--- config.mk ---
export PLATFORM = sky130hd
export DESIGN_NAME = trap_ctrl
export DESIGN_NICKNAME = d
export VERILOG_FILES = /design/src/rtl/trap_ctrl_pkg.sv /design/src/rtl/trap_target_calc.sv /design/src/rtl/trap_ctrl.sv
export SDC_FILE = /design/constraint.sdc
export NUM_CORES = 1
export LEC_CHECK = 0
export ABC_AREA = 1
export BUFFER_PORTS_ARGS = -buffer_cell sky130_fd_sc_hd__buf_2
export CORE_AREA = 2 2 230 232
export DETAILED_ROUTE_END_ITERATION = 10
export DIE_AREA = 0 0 232 234
export GPL_TIMING_DRIVEN = 0
export SYNTH_ARGS = -nofsm -noshare
export SYNTH_HDL_FRONTEND = slang
export SYNTH_HIERARCHICAL = 1
export SYNTH_SLANG_ARGS = --single-unit
--- constraint.sdc ---
create_clock -name clk -period 2.45 [get_ports clk]
set_input_delay 0.3675 -clock clk [delete_from_list [all_inputs] [get_ports clk]]
set_output_delay 0.3675 -clock clk [all_outputs]
set_load 0.03 [all_outputs]
--- src/rtl/trap_ctrl_pkg.sv ---
// trap_ctrl_pkg: trap kinds, sequencer states and mcause/mtvec encodings shared with the CSR file
package trap_ctrl_pkg;
    typedef enum logic [1:0] {EXC, MRET, IRQ} trap_kind_t;
    typedef enum logic [1:0] {IDLE, DRAIN, COMMIT, REDIRECT} trap_state_t;
    localparam logic [63:0] MCAUSE_INTERRUPT_MASK = 64'h8000_0000_0000_0000;
    localparam logic [1:0] MTVEC_MODE_DIRECT = 2'd0;
    localparam logic [1:0] MTVEC_MODE_VECTORED = 2'd1;
endpackage

--- src/rtl/trap_target_calc.sv ---
// trap_target_calc: trap vector target from a tvec register, direct or vectored by interrupt code
module trap_target_calc import trap_ctrl_pkg::*; #(
    parameter int XLEN = 64
) (
    input  logic [XLEN-1:0] tvec,
    input  logic            is_irq,
    input  logic [5:0]      code,
    output logic [XLEN-1:0] target
);
    logic [XLEN-1:0] base;
    // only vectored mode offsets, and only for interrupts; reserved modes behave as direct
    always_comb begin
        base = {tvec[XLEN-1:2], 2'b00};
        target = (tvec[1:0] == MTVEC_MODE_VECTORED && is_irq) ? base + XLEN'({code, 2'b00}) : base;
    end
endmodule

--- src/rtl/trap_ctrl.sv ---
// trap_ctrl: arbitrates exceptions, mret and interrupts, drains the data bus, strobes the CSR file, then flushes and redirects fetch
module trap_ctrl import trap_ctrl_pkg::*; #(
    parameter int XLEN = 64,
    parameter int DRAIN_MAX = 64,
    parameter int CNT_W = 7
) (
    input  logic            clk,
    input  logic            reset,
    input  logic            exc_valid,
    input  logic [XLEN-1:0] exc_cause,
    input  logic [XLEN-1:0] exc_pc,
    input  logic            mret_valid,
    input  logic            irq_pending,
    input  logic [XLEN-1:0] irq_cause,
    input  logic [XLEN-1:0] irq_pc,
    input  logic            mem_busy,
    input  logic [XLEN-1:0] mtvec,
    input  logic [XLEN-1:0] mepc,
    output logic            stall,
    output logic            csr_trap_we,
    output logic [XLEN-1:0] csr_trap_epc,
    output logic [XLEN-1:0] csr_trap_cause,
    output logic            csr_mret_we,
    output logic            flush,
    output logic            redirect_valid,
    output logic [XLEN-1:0] redirect_pc,
    output logic            drain_timeout
);
    localparam logic [XLEN-1:0] IRQ_BIT = MCAUSE_INTERRUPT_MASK[63 -: XLEN];

    trap_state_t     state, state_n;
    trap_kind_t      kind;
    logic [CNT_W-1:0] cnt;
    logic            cnt_last;
    logic [XLEN-1:0] target;

    assign cnt_last = cnt == CNT_W'(DRAIN_MAX - 1);

    trap_target_calc #(.XLEN(XLEN)) u_target (
        .tvec  (mtvec),
        .is_irq(kind == IRQ),
        .code  (csr_trap_cause[5:0]),
        .target(target)
    );

    // state register, event capture in IDLE and saturating drain counter
    always_ff @(posedge clk) begin
        if (reset) begin
            state <= IDLE;
            kind <= EXC;
            cnt <= '0;
            csr_trap_epc <= '0;
            csr_trap_cause <= '0;
            drain_timeout <= 1'b0;
        end else begin
            state <= state_n;
            if (state == IDLE) begin
                cnt <= '0;
                if (exc_valid) begin
                    kind <= EXC;
                    csr_trap_epc <= exc_pc;
                    csr_trap_cause <= exc_cause;
                end else if (mret_valid) begin
                    kind <= MRET;
                end else if (irq_pending) begin
                    kind <= IRQ;
                    csr_trap_epc <= irq_pc;
                    csr_trap_cause <= irq_cause | IRQ_BIT;
                end
            end
            if (state == DRAIN && mem_busy) begin
                if (cnt_last) drain_timeout <= 1'b1;
                else cnt <= cnt + 1'b1;
            end
        end
    end

    // next state and per-state strobes
    always_comb begin
        state_n = state;
        stall = state != IDLE;
        csr_trap_we = 1'b0;
        csr_mret_we = 1'b0;
        flush = 1'b0;
        redirect_valid = 1'b0;
        redirect_pc = '0;
        case (state)
            IDLE: state_n = (exc_valid || mret_valid || irq_pending) ? DRAIN : IDLE;
            DRAIN: state_n = (!mem_busy || cnt_last) ? COMMIT : DRAIN;
            COMMIT: begin
                csr_trap_we = kind != MRET;
                csr_mret_we = kind == MRET;
                state_n = REDIRECT;
            end
            default: begin
                flush = 1'b1;
                redirect_valid = 1'b1;
                redirect_pc = kind == MRET ? mepc : target;
                state_n = IDLE;
            end
        endcase
    end
endmodule

==> flow_metrics.tcl <==
set metrics [dict create \
    synth_compound_area_share_pct 10.8 \
    drive_above_1_share_pct 39.5 \
    synth.ff_latch_count 140 \
    synth_top_family_by_area "simple AND/OR/NAND/NOR gates" \
    relSlewSlack_pct 24.2 \
    overflow 0 \
    synth_area_leader_cell "dfxtp_1" \
    timing.rr.start "state[0]" \
    synth-xor-area-share_pct 3.29 \
    cp_max_fo 5 \
    fin_skew_ns 0.0246 \
    rr_worst_depth 8 \
    root_buffer "clkbuf_16" \
    yosysWarnings 6 \
    synthCells 1809 \
    dp.cells 3084 \
    synth-seq-area-share_pct 27.7 \
    antenna_left 0 \
    cts_sinks 140 \
    synthAdderAreaFrac_pct 1.06 \
    cts.clk_slew.worst_paths_ns 0.07 \
    clk_latency_ns 0.48 \
    grt_pass1_wl_um 79900 \
    p_leak_nw 8.62 \
    slew_violations 0 \
    outcome "complete, but fails checks" \
    synth_area_per_cell_sq_um 5.59 \
    worstPathCellList "ha_4, fa_2, nand2_2, nand3_4, nand3_4, nand2_4, nand3_2, nor2_4, nand2_2, xnor2_2, nor2_2, nor2_4, buf_4" \
    synth_edf_count 0 \
    netlist.area_leader.share_pct 27.7 \
    ys.flop_type "dfxtp_1" \
    synth_mux_area_share_pct 0 \
    crit_cells 13 \
    wl_um 57000 \
    power_density_nw_per_um2 492 \
    cts_max_level 4 \
    yosysMostFrequentCell "nand2_1" \
    wire_per_inst_um 17.9 \
    grt_antenna_before_repair 22 \
    cap_violations 0 \
    cp-endpoint "redirect_pc[20]" \
    path_class "register to output pin" \
    numCtsBuffers 17 \
    path_delay_family "simple AND/OR/NAND/NOR gates" \
    worst_ep_required_time_ns 2.08 \
    synth_simple_gate_area_share_pct 49.6 \
    crit_slowest_cell "dfxtp_4" \
    finalNetCount 2869 \
    grt_pass1_vias 13340 \
    total_power_mw 8.19 \
    clock.fmax_mhz 339 \
    start_kind "register" \
    rows 84 \
    cts_buffer_depth 2 \
    placement.io_buffers 586 \
    instances_no_fill 3185 \
    final-hold-violation-count 0 \
    cts_hold_buf 0 \
    die-width_um 232 \
    ir_drop_mv 0.528 \
    crit_path_end_kind "output pin" \
    worst_pin_slew_ns 1.14 \
    fillers 5871 \
    rsz0062_at_grt "yes" \
    violations "setup timing" \
    synth_area_leaders "dfxtp_1, nand2_1, nor2_1, o21ai_0, inv_1" \
    layout_setup_ws_ns -0.503 \
    finalCritPeriodShare_pct 121 \
    setup_viol 62 \
    syn_to_final_growth_pct 64.5 \
    startpoint "csr_trap_cause[0]" \
    drt_first_iter_violations 673 \
    first_pass_iters 5 \
    min_from "reset" \
    synth_common_cells "nand2_1, nor2_1, o21ai_0" \
    num_vias 14035 \
    gp_congestion 0.995 \
    period_needed_ns 2.95 \
    start_util_pct 19.4 \
    route.detailed.drc 0 \
    min_path_type "input pin to register" \
    core_area_sq_um 52000 \
    die_h_um 234 \
    path_buf_inv 1 \
    routed_via_density 4.41 \
    crit_arrival_ns 2.59 \
    hpwl_um 45700 \
    netlist-cell-type-count 37 \
    ios 588 \
    grtUsageTotal_pct 19.9 \
    r2r_slack_ns 0.73 \
    slowest_delay_ns 0.36 \
    die_area_sq_um 54300 \
    grt_max_degree 17 \
    r2r_end "csr_trap_cause[56]" \
    ys_async_sr_fraction_pct 0 \
    tritoncts "yes" \
    syn_area_sq_um 10100 \
]
area by class of cell:
| cell class | instances | area (sq um) | area share, % |
|---|---|---|---|
| flip-flops and latches | 140 | 2830 | 17.0 |
| multi-input cells | 1495 | 7680 | 46.2 |
| repair buffers | 643 | 3800 | 22.8 |
| inverters | 77 | 314 | 1.89 |
| diodes | 13 | 32.5 | 0.195 |
| clock buffers | 19 | 443 | 2.66 |
| well taps | 688 | 861 | 5.17 |
| plain buffers | 97 | 549 | 3.30 |
| clock inverters | 13 | 133 | 0.797 |
per-layer routing:
metal  wire, um  GRT usage (%)
met1      21200           20.3
met2      28600           36.2
met3       4160           5.44
met4       3020           12.3
met5         38              0
timing repair:
action                                  4_1_cts  5_1_grt
resized for setup                           333       93
buffers inserted                             43       16
gates cloned                                  2        0
endpoints found under the setup margin       67       63
pin swaps                                   147       93
kinds of logic (layout without fill, tap and decap cells):
| logic type | after synthesis | in the layout |
|---|---|---|
| compound gates | 218 | 218 |
| xor+xnor | 38 | 38 |
| fa+ha+maj | 8 | 8 |
| buf+inv | 175 | 849 |
| flops | 140 | 140 |
| other cells | 1 | 15 |
| simple gates | 1229 | 1229 |
power by group:
part	switching [mW]	internal [mW]
registers	0.139	2.53
clock network	1.17	1.44
logic	1.90	1.01
worst register-to-register path, delay by kind of cell (launching register included):
| family | cells | cell delay [ns] |
|---|---|---|
| buffers and inverters | 3 | 0.53 |
| DFF | 1 | 0.37 |
| and+or+nand+nor | 5 | 0.72 |
placed cells by master, fill, tap and decap left out, types with 4 or more instances in the layout:
| cell type | synthesis | layout |
|---|---|---|
| nand2_1 | 614 | 557 |
| buf_2 | 36 | 555 |
| nor2_1 | 471 | 384 |
| o21ai_0 | 174 | 168 |
| dfxtp_1 | 140 | 132 |
| nor2_2 | 12 | 71 |
| inv_1 | 74 | 69 |
| buf_4 | 3 | 63 |
| buf_6 | 6 | 60 |
| clkbuf_1 | 46 | 40 |
| nor2_4 | 11 | 39 |
| nand2_2 | 10 | 37 |
| nand3_1 | 48 | 31 |
| o21ai_1 | 30 | 30 |
| nand2_4 | 0 | 27 |
| nand4_1 | 26 | 26 |
| clkbuf_16 | 0 | 18 |
| xor2_1 | 15 | 14 |
| diode_2 | 0 | 13 |
| nand3_2 | 3 | 13 |
| nand3b_1 | 11 | 11 |
| xnor2_2 | 0 | 11 |
| xnor2_1 | 23 | 11 |
| a21oi_1 | 12 | 8 |
| nand3_4 | 1 | 8 |
| buf_12 | 0 | 7 |
| ha_4 | 0 | 6 |
| clkbuf_2 | 0 | 5 |
| buf_1 | 7 | 5 |
| dfxtp_4 | 0 | 5 |
| nor3_1 | 8 | 5 |
| inv_2 | 3 | 4 |
| clkinvlp_4 | 0 | 4 |
| inv_6 | 0 | 4 |
| buf_8 | 0 | 4 |
| a21oi_4 | 0 | 4 |
| nor3_4 | 1 | 4 |
| o21ai_2 | 0 | 4 |
how the worst min path moves through the flow:
| stage | endpoint | slack (ns) | cells past startpoint |
|---|---|---|---|
| 2_1_floorplan | kind[0] | 0.44 | 1 |
| 3_3_place_gp | drain_timeout | 0.45 | 2 |
| 3_5_place_dp | drain_timeout | 0.46 | 2 |
| 4_1_cts | kind[0] | 0.13 | 2 |
| 5_1_grt | csr_trap_cause[63] | 0.17 | 3 |
| 6_report | kind[0] | 0.18 | 2 |
registers in the layout, summed over array words and instances (netlist names):
register / flops
cnt: 7
csr_trap_cause: 64
csr_trap_epc: 64
drain_timeout: 1
kind: 2
state: 2
metrics by stage:
stage / utilization, % / hold slack [ns] / setup TNS, ns / instance area, sq um / setup slack, ns
after global placement: 27.0 / 0.451 / -19.45 / 14000 / -0.543
final: 32.0 / 0.180 / -23.42 / 16600 / -0.503
after CTS: 31.0 / 0.135 / -24.15 / 16100 / -0.528
after floorplan: - / 0.437 / 0 / 10200 / 0.000326
after global routing: 32.0 / 0.167 / -29.95 / 16600 / -0.594
after detailed placement: 27.0 / 0.459 / -20.00 / 14000 / -0.572
Power figures use the tool's default switching activity.
